==> src/rtl/pipe_skid_reg_if.sv <==
// pipe_skid_reg_if
//   Handshake bundle between an upstream producer, the pipe_skid_reg stage and
//   a downstream consumer.
//   master : producer/consumer side (drives in_*, out_ready)
//   slave  : the pipeline stage (drives in_ready, out_*)
//   in_valid/in_ready/in_data/in_halt     upstream offer and acceptance
//   out_valid/out_ready/out_data/out_halt downstream offer and acceptance
interface pipe_skid_reg_if #(
    parameter int DATA_W = 32
);
    logic              in_valid;
    logic              in_ready;
    logic [DATA_W-1:0] in_data;
    logic              in_halt;
    logic              out_valid;
    logic              out_ready;
    logic [DATA_W-1:0] out_data;
    logic              out_halt;

    modport master (
        output in_valid, in_data, in_halt, out_ready,
        input  in_ready, out_valid, out_data, out_halt
    );

    modport slave (
        input  in_valid, in_data, in_halt, out_ready,
        output in_ready, out_valid, out_data, out_halt
    );
endinterface

==> src/rtl/pipe_skid_reg.sv <==
// pipe_skid_reg
//   Pipeline-stage register with a 2-entry skid buffer, flush, sticky halt and a
//   saturating downstream-stall counter. Payload is opaque (DATA_W bits) plus a
//   halt flag. in_ready is a function of registered state only, so upstream is
//   never combinationally stalled by downstream ready.
// Ports
//   CLK        clock, posedge
//   nRST       asynchronous reset, active-low
//   flush      discard all held entries; wins over accept/pop
//   bus        pipe_skid_reg_if.slave handshake bundle
//   halted     sticky: a halt entry has been consumed downstream
//   stall_cnt  saturating count of cycles with out_valid & !out_ready
// Configuration
//   PIPE_SKID_BYPASS_EN  when defined, an input arriving while EMPTY with
//                        out_ready=1 passes straight through without storage.
//
// state | meaning
// ------+-----------------------------------
// EMPTY | no entry held
// HALF  | one entry held, in head
// FULL  | two entries held, head + skid
module pipe_skid_reg #(
    parameter int                DATA_W  = 32,
    parameter logic [DATA_W-1:0] RST_VAL = '0,
    parameter int                CNT_W   = 16
) (
    input  logic              CLK,
    input  logic              nRST,
    input  logic              flush,
    pipe_skid_reg_if.slave    bus,
    output logic              halted,
    output logic [CNT_W-1:0]  stall_cnt
);

    typedef enum logic [1:0] {
        EMPTY = 2'd0,
        HALF  = 2'd1,
        FULL  = 2'd2
    } state_t;

    state_t            state_q, state_d;
    logic [DATA_W-1:0] head_q, head_d, skid_q, skid_d;
    logic              head_halt_q, head_halt_d, skid_halt_q, skid_halt_d;
    logic              halt_seen_q, halt_seen_d;
    logic              halted_q, halted_d;
    logic              rdy_en_q;
    logic [CNT_W-1:0]  cnt_q, cnt_d;

    logic              in_ready_w, out_valid_w, out_halt_w;
    logic [DATA_W-1:0] out_data_w;
    logic              bypass, acc, pop;

    // State register
    always_ff @(posedge CLK or negedge nRST) begin
        if (!nRST) begin
            state_q     <= EMPTY;
            head_q      <= RST_VAL;
            skid_q      <= RST_VAL;
            head_halt_q <= 1'b0;
            skid_halt_q <= 1'b0;
            halt_seen_q <= 1'b0;
            halted_q    <= 1'b0;
            rdy_en_q    <= 1'b0;
            cnt_q       <= '0;
        end else begin
            state_q     <= state_d;
            head_q      <= head_d;
            skid_q      <= skid_d;
            head_halt_q <= head_halt_d;
            skid_halt_q <= skid_halt_d;
            halt_seen_q <= halt_seen_d;
            halted_q    <= halted_d;
            rdy_en_q    <= 1'b1;    // keeps in_ready low until the first edge after reset
            cnt_q       <= cnt_d;
        end
    end

    // Output logic
    always_comb begin
        in_ready_w = (state_q != FULL) & rdy_en_q & ~halted_q & ~halt_seen_q;
        bypass     = 1'b0;
`ifdef PIPE_SKID_BYPASS_EN
        bypass     = (state_q == EMPTY) & bus.in_valid & bus.out_ready & in_ready_w & ~flush;
`endif
        out_valid_w = ((state_q != EMPTY) & ~halted_q) | bypass;
        out_data_w  = bypass ? bus.in_data : head_q;
        out_halt_w  = bypass ? bus.in_halt : head_halt_q;
        acc         = bus.in_valid & in_ready_w;
        pop         = out_valid_w & bus.out_ready;
    end

    assign bus.in_ready  = in_ready_w;
    assign bus.out_valid = out_valid_w;
    assign bus.out_data  = out_data_w;
    assign bus.out_halt  = out_halt_w;
    assign halted        = halted_q;
    assign stall_cnt     = cnt_q;

    // Next-state logic
    always_comb begin
        state_d     = state_q;
        head_d      = head_q;
        skid_d      = skid_q;
        head_halt_d = head_halt_q;
        skid_halt_d = skid_halt_q;

        if (flush) begin
            state_d     = EMPTY;
            head_d      = RST_VAL;
            skid_d      = RST_VAL;
            head_halt_d = 1'b0;
            skid_halt_d = 1'b0;
        end else begin
            case (state_q)
                EMPTY: begin
                    if (acc && !bypass) begin
                        state_d     = HALF;
                        head_d      = bus.in_data;
                        head_halt_d = bus.in_halt;
                    end
                end
                HALF: begin
                    if (acc && !pop) begin
                        state_d     = FULL;
                        skid_d      = bus.in_data;
                        skid_halt_d = bus.in_halt;
                    end else if (pop && !acc) begin
                        state_d = EMPTY;
                    end else if (acc && pop) begin
                        head_d      = bus.in_data;
                        head_halt_d = bus.in_halt;
                    end
                end
                FULL: begin
                    if (pop) begin
                        state_d     = HALF;
                        head_d      = skid_q;
                        head_halt_d = skid_halt_q;
                    end
                end
                default: state_d = EMPTY;
            endcase
        end

        halt_seen_d = flush ? 1'b0 : (halt_seen_q | (acc & bus.in_halt));
        // A flushed head is not considered consumed, even if downstream was ready.
        halted_d    = halted_q | (pop & out_halt_w & ~flush);

        cnt_d = cnt_q;
        if (out_valid_w && !bus.out_ready && (cnt_q != {CNT_W{1'b1}}))
            cnt_d = cnt_q + CNT_W'(1);
    end

endmodule

==> src/flat_wrapper.sv <==
// flat-port wrapper written by rule: the top's interface ports become plain ports
module pipe_skid_reg_flat 
#(
    parameter int                DATA_W  = 32,
    parameter logic [DATA_W-1:0] RST_VAL = '0,
    parameter int                CNT_W   = 16
)
  (CLK, nRST, flush, halted, stall_cnt, bus_in_valid, bus_in_data, bus_in_halt, bus_out_ready, bus_in_ready, bus_out_valid, bus_out_data, bus_out_halt);
  pipe_skid_reg_if #(.DATA_W(DATA_W)) bus_i ();
  input  logic CLK;
  input  logic nRST;
  input  logic flush;
  output logic halted;
  output logic [CNT_W-1:0] stall_cnt;
  input wire logic [$bits(bus_i.in_valid)-1:0] bus_in_valid;
  input wire logic [$bits(bus_i.in_data)-1:0] bus_in_data;
  input wire logic [$bits(bus_i.in_halt)-1:0] bus_in_halt;
  input wire logic [$bits(bus_i.out_ready)-1:0] bus_out_ready;
  output wire logic [$bits(bus_i.in_ready)-1:0] bus_in_ready;
  output wire logic [$bits(bus_i.out_valid)-1:0] bus_out_valid;
  output wire logic [$bits(bus_i.out_data)-1:0] bus_out_data;
  output wire logic [$bits(bus_i.out_halt)-1:0] bus_out_halt;
  assign bus_i.in_valid = bus_in_valid;
  assign bus_i.in_data = bus_in_data;
  assign bus_i.in_halt = bus_in_halt;
  assign bus_i.out_ready = bus_out_ready;
  assign bus_in_ready = bus_i.in_ready;
  assign bus_out_valid = bus_i.out_valid;
  assign bus_out_data = bus_i.out_data;
  assign bus_out_halt = bus_i.out_halt;
  pipe_skid_reg #(.DATA_W(DATA_W), .RST_VAL(RST_VAL), .CNT_W(CNT_W)) u_core (.CLK(CLK), .nRST(nRST), .flush(flush), .bus(bus_i), .halted(halted), .stall_cnt(stall_cnt));
endmodule
==> config.mk <==
export PLATFORM = sky130hd
export DESIGN_NAME = pipe_skid_reg_flat
export DESIGN_NICKNAME = d
export VERILOG_FILES = /design/src/rtl/pipe_skid_reg_if.sv /design/src/rtl/pipe_skid_reg.sv /design/src/flat_wrapper.sv
export SDC_FILE = /design/constraint.sdc
export NUM_CORES = 1
export LEC_CHECK = 0
export CAP_MARGIN = 25
export CORE_AREA = 2 2 102 104
export DETAILED_ROUTE_END_ITERATION = 16
export DIE_AREA = 0 0 104 106
export MAX_ROUTING_LAYER = met4
export PLACE_DENSITY = 0.79
export SLEW_MARGIN = 5
export SYNTH_ARGS = -nofsm -noshare
export SYNTH_HDL_FRONTEND = slang
export SYNTH_SLANG_ARGS = --single-unit
==> constraint.sdc <==
create_clock -name CLK -period 3.2 [get_ports CLK]
set_clock_uncertainty 0.1 [all_clocks]
set_input_delay 0.48 -clock CLK [delete_from_list [all_inputs] [get_ports CLK]]
set_output_delay 0.48 -clock CLK [all_outputs]
set_load 0.05 [all_outputs]
* After elaboration in Yosys (flattened, before gate mapping)
Cells that the tools add are included.
** Word-level totals
- Flip-flop bits (word level) :: 87
- Latch bits :: 0
- Bits in writable memories :: 0
- Bits in read-only memories :: 0
- Bits of input ports :: 38
- Output and inout bits :: 52
- Word-level logic and storage cells :: 77
- Memories :: 0
** Operators by class
- Add/subtract/negate cells :: 1
- $mul :: 0
- Divide/modulo/power cells :: 0
- Order comparisons :: 0
- Equal/unequal tests :: 10
- Shifts and indexed selects :: 0
- Mux-type cells :: 27
- Bitwise operators :: 14
- Reductions and logical operators :: 16
** Operators by type and width (number)
- $mux 32 :: 9
- $pmux 32 s3 :: 1
- $add 16x1->16 const B :: 1
- $ne 16x16->1 const B :: 1
- $mux 1 :: 10
- $mux 2 :: 5
- $and 1x1->1 :: 9
- $ne 3x2->1 const B :: 3
- $ne 3x3->1 const B :: 2
- $pmux 2 s3 :: 1
- $reduce_and 6->1 :: 1
- $reduce_bool 2->1 :: 3
- $logic_and 1x1->1 :: 5
- $ne 4x2->1 const B :: 1
- $reduce_bool 4->1 :: 1
- $logic_not 1->1 :: 3
- $not 1->1 :: 3
- $pmux 1 s3 :: 1
- $reduce_and 3->1 :: 1
- $eq 2x1->1 const B :: 1
- $eq 2x2->1 const B :: 1
- $logic_not 2->1 :: 1
- $ne 2x2->1 const B :: 1
- $or 1x1->1 :: 2
- $reduce_and 2->1 :: 1

* Depth between registers and ports, before layout
- Word-level depth :: 11
- Depth in mapped cells :: 13
- Gate-level depth less buffers :: 10

* Worst setup path before layout
Ideal clock, no wire load.
- Kind :: reg-to-reg
- From :: reg u_core.state_q[0]
- To :: reg u_core.head_q[14] (netlist: u_core.bus.out_data[14])
- Library setup time :: 0.127 ns
- Arrival :: 3.113 ns
- Data required time :: 2.973 ns
- Setup slack :: -0.140 ns
- Stages on the path, launching flop included :: 14
- Clock period less this slack :: 3.340 ns
- Path through :: dfrtp_1 -> inv_1 -> ha_1 -> buf_8 -> nor4b_4 -> nand2_1 -> inv_1 -> ha_1 -> or3b_2 -> a22oi_4 -> and2_4 -> buf_12 -> buf_12 -> a211oi_2
** On the way
- Word-level cells in the longest chain between the ends :: 9
- Elaborated cells between the ends (all ways) :: 25
- Those cells by class :: eq/ne: 8; mux: 2; bitwise: 6; reduce/logical: 9
** RTL lines
- start, declared :: line pipe_skid_reg.sv:41 : state_t state_q, state_d;
- start signal, assigned :: line pipe_skid_reg.sv:66 : state_q <= state_d;
- $ne 2x2->1 * :: line pipe_skid_reg.sv:80 : in_ready_w = (state_q != FULL) & rdy_en_q & ~halted_q & ~halt_seen_q;
- $and 1x1->1 * (3 in a row) :: line pipe_skid_reg.sv:80
- named net bus_in_ready :: line flat_wrapper.sv:19 : output wire logic [$bits(bus_i.in_ready)-1:0] bus_in_ready;
- $and 1x1->1 * :: line pipe_skid_reg.sv:88 : acc = bus.in_valid & in_ready_w;
- $logic_not 1->1 :: line pipe_skid_reg.sv:127 : end else if (pop && !acc) begin
- $logic_and 1x1->1 :: line pipe_skid_reg.sv:127
- $ne 3x3->1 (no source line)
- $reduce_and 6->1 (no source line) *
- end signal, assigned :: line pipe_skid_reg.sv:57 : head_q <= RST_VAL;
- end signal, assigned :: line pipe_skid_reg.sv:67 : head_q <= head_d;
- end, declared :: line pipe_skid_reg.sv:42 : logic [DATA_W-1:0] head_q, head_d, skid_q, skid_d;
Mark *: on every way through the listed nets, which the timed path passes. The rest lies on a longest branch.
A chain may end at the register's enable or synchronous reset.

* Final worst setup path
- From :: reg u_core.state_q[0]
- To :: reg u_core.head_q[3] (netlist: u_core.bus.out_data[3])
** On the way
- Word-level cells in the longest chain between the ends :: 9
- Elaborated cells between the ends (all ways) :: 25
- Those cells by class :: eq/ne: 8; mux: 2; bitwise: 6; reduce/logical: 9
** RTL lines (line)
- $ne 2x2->1 :: pipe_skid_reg.sv:80
- $and 1x1->1 (3 in a row) :: pipe_skid_reg.sv:80
- $and 1x1->1 :: pipe_skid_reg.sv:88
- $logic_not 1->1 :: pipe_skid_reg.sv:127
- $logic_and 1x1->1 :: pipe_skid_reg.sv:127
- $ne 3x3->1 (no source line)
- $reduce_and 6->1 (no source line)
Several ways; a longest one is shown, not always the timed one.

==> impl_metrics.py <==
metrics = {
    "run_status": {
        "status": "finished clean",
    },
    "routing": {
        "vias_per_cell": 5.530,
        "vias": 3119,
        "drt-pass1-iter-count": 5,
        "wire_per_inst_um": 17.84,
        "drt-total-wl_um": 10060,
        "ant_nets": 0,
        "drtIter0Drc": 133,
        "route.detailed.drc": 0,
    },
    "yosys": {
        "syn_area_um2": 4339,
        "ys_seq_elements": 87,
        "ys_seq_area_share_pct": 50.17,
        "yosysMostFrequentCell": "dfrtp_1",
        "synth_top_area_share_pct": 50.17,
        "synth_commonest_cells": "dfrtp_1 (87), a21oi_1 (34), mux2i_1 (34), a22o_1 (33), a211oi_2 (30)",
        "synth-edff-count": 0,
        "ys.flop_type": "dfrtp_1",
        "yosys_warnings": 0,
        "synth.area.top_cells": "dfrtp_1 (50%), a211oi_2 (8.7%), mux2i_1 (7.8%)",
        "yosys.area.top_type": "dfrtp_1",
        "avgSynthCellArea_um2": 12.84,
        "synth.distinct_cells": 47,
        "syn_inst": 338,
        "async_reset_ff_share_pct": 100.0,
        "syn_nets": 384,
    },
    "clock_tree": {
        "cts_buffer_depth": 2,
        "cts_tree": "built",
        "cts_resized": 0,
        "htreeDepth": 3,
        "clock-root-buffer": "clkbuf_8",
        "ctsHoldBuffers": 0,
        "clk_pin_slew_worst_paths_ps": 90,
        "clkSinkCount": 87,
        "cts_made_buffers": 9,
        "post_cts_buffers": 0,
        "clock_latency_ps": 340,
    },
    "critical_path": {
        "cp.arrival_ps": 3040,
        "critPathMaxFanout": 33,
        "endpoint_kind": "flip-flop",
        "cp_data_required_time_ps": 3350,
        "path_class": "flip-flop to flip-flop",
        "startpoint_type": "flip-flop",
    },
    "grt": {
        "grt_pass1_wl_um": 16840,
        "grt_max_degree": 47,
        "antenna_found_initial": 0,
        "overflow": 0,
        "grt_use_total_pct": 19.30,
        "grt_pass1_vias": 3320,
    },
    "run": {
        "max-cap-violations": 0,
    },
    "power": {
        "pwr-share-seq_pct": 36.0,
        "p_leak_nw": 2.214,
        "ir_worst_vdd_uv": 780.2,
        "clock_power_share_pct": 18.2,
        "swShare_pct": 43.55,
        "p_comb_share_pct": 45.7,
        "intPower_mw": 2.284,
        "p_per_area_nw_per_um2": 743.3,
        "power.switching_mw": 1.762,
        "design_power_total_mw": 4.046,
    },
    "die": {
        "start_util_pct": 43.39,
        "coreArea_um2": 10000,
        "dieHeight_um": 106,
        "rows": 37,
        "io-pin-count": 90,
        "die-area_um2": 11020,
        "fp.dieW_um": 104,
    },
    "place": {
        "placed_cells": 548,
        "hpwl_um": 6559,
        "gp_congestion": 0.8411,
        "io_buffers": 89,
        "place_area_um2": 5245,
    },
    "sta": {
        "rsz0062_at_grt": "no",
        "final_hold_viol_count": 0,
        "drv_slew": 0,
        "setup_violations": 0,
        "fmax_ghz": 0.3459,
        "slew_headroom_pct": 56.79,
        "tightest_slew_ps": 648.2,
        "period_needed_ps": 2891,
        "final.period_utilization_pct": 90.34,
        "fin_setup_tns_ps": 0,
    },
    "layout": {
        "drive_gt1_share_pct": 17.29,
        "n_antenna_cell": 0,
        "design_area_um2": 5443,
        "fin_util_pct": 54.43,
        "area_growth_pct": 25.43,
        "final_cells": 564,
        "final_nets": 469,
    },
    "min_path": {
        "min_path_type": "input port to asynchronous set/reset pin",
    },
}
worst max-delay path, cell delays in order (launching register included):
cell,delay (ps)
dfrtp_1,390
inv_1,100
ha_1,220
or3b_1,430
inv_1,130
ha_1,150
or3b_4,380
a22oi_4,160
buf_4,370
a21oi_1,110
a211oi_1,260
state kept, by name, summed over array words and instances (netlist names):
name,count
u_core.bus.out_data,32
u_core.bus.out_halt,1
u_core.halt_seen_q,1
u_core.halted,1
u_core.rdy_en_q,1
u_core.skid_halt_q,1
u_core.skid_q,32
u_core.stall_cnt,16
u_core.state_q,2
path summary, 6_finish.rpt:
path | start | endpoint | slack, ps | cells after the start
min reg2reg | u_core.stall_cnt[15] | u_core.stall_cnt[15] | 410 | 1
min in group CLK | u_core.stall_cnt[15] | u_core.stall_cnt[15] | 410 | 1
max in group asynchronous | nRST | u_core.stall_cnt[10] | 2350 | 2
min | nRST | u_core.skid_q[9] | 20 | 1
max reg2reg | u_core.state_q[0] | u_core.bus.out_data[3] | 310 | 10
max | u_core.state_q[0] | u_core.bus.out_data[3] | 310 | 10
area by class of cell:
type | count | area (um^2)
fill | 888 | 4557
sequential | 87 | 2177
multi-input combinational | 218 | 1862
timing repair buffer | 101 | 1018
tap | 136 | 170.2
clock buffer | 11 | 151.4
clock inverter | 5 | 41.29
inverter | 6 | 22.52
metal layers:
| metal | part of all wire (%) | GRT usage (%) | up-vias |
|---|---|---|---|
| li1 | - | - | 1433 |
| met1 | 46 | 24.72 | 1594 |
| met2 | 48 | 31.25 | 86 |
| met3 | 4.6 | 5.028 | 6 |
| met4 | 0.65 | 4.054 | 0 |
| met5 | 0 | - | - |
layout by cell type, fill, tap and decap left out, drive strengths merged, types with 2 or more instances in the layout:
master         count
nand4              3
nor4bb             2
nand3              5
dfrtp             87
inv                7
a22o              33
clkinvlp           2
nor4               4
nor2               6
or3                2
clkbuf            11
clkdlybuf4s50     87
a21oi             34
and2               2
a211oi            34
xnor2              2
ha                 8
a31o               2
nand2              9
clkinv             2
mux2i             34
or3b               2
buf               14
nor3              10
xor2              12
through the flow:
step	hold WS (ps)	worst slack (ps)
detailed placement	387.6	-3.944
CTS	25.47	35.80
finish	15.14	309.2
global placement	387.2	156.6
floorplan	84.41	13.33
global route	20.54	99.98
kinds of logic (layout without fill, tap and decap cells):
family                     Yosys count  after routing  synth area share, %
xor gates and xnor gates            14             14                2.826
DFF                                 87             87                50.17
and+or+nand+nor                     52             52                7.440
buffers and inverters               33            123                7.468
muxes                               35             35                8.103
AOI/OAI and AO/OA                  108            108                21.60
adders and majority gates            8              8                2.307
other                                1              1              0.08642
power by group through the flow:
stage | clock (mW) | combinational, mW | sequential, mW
finish | 0.738 | 1.85 | 1.46
global route | 0.804 | 1.97 | 1.48
CTS | 0.758 | 1.86 | 1.46
detailed placement | 0 | 1.86 | 1.47
global placement | 0 | 1.82 | 1.47
floorplan | 0 | 0.803 | 2.00
(Power assumes the default switching activity.)
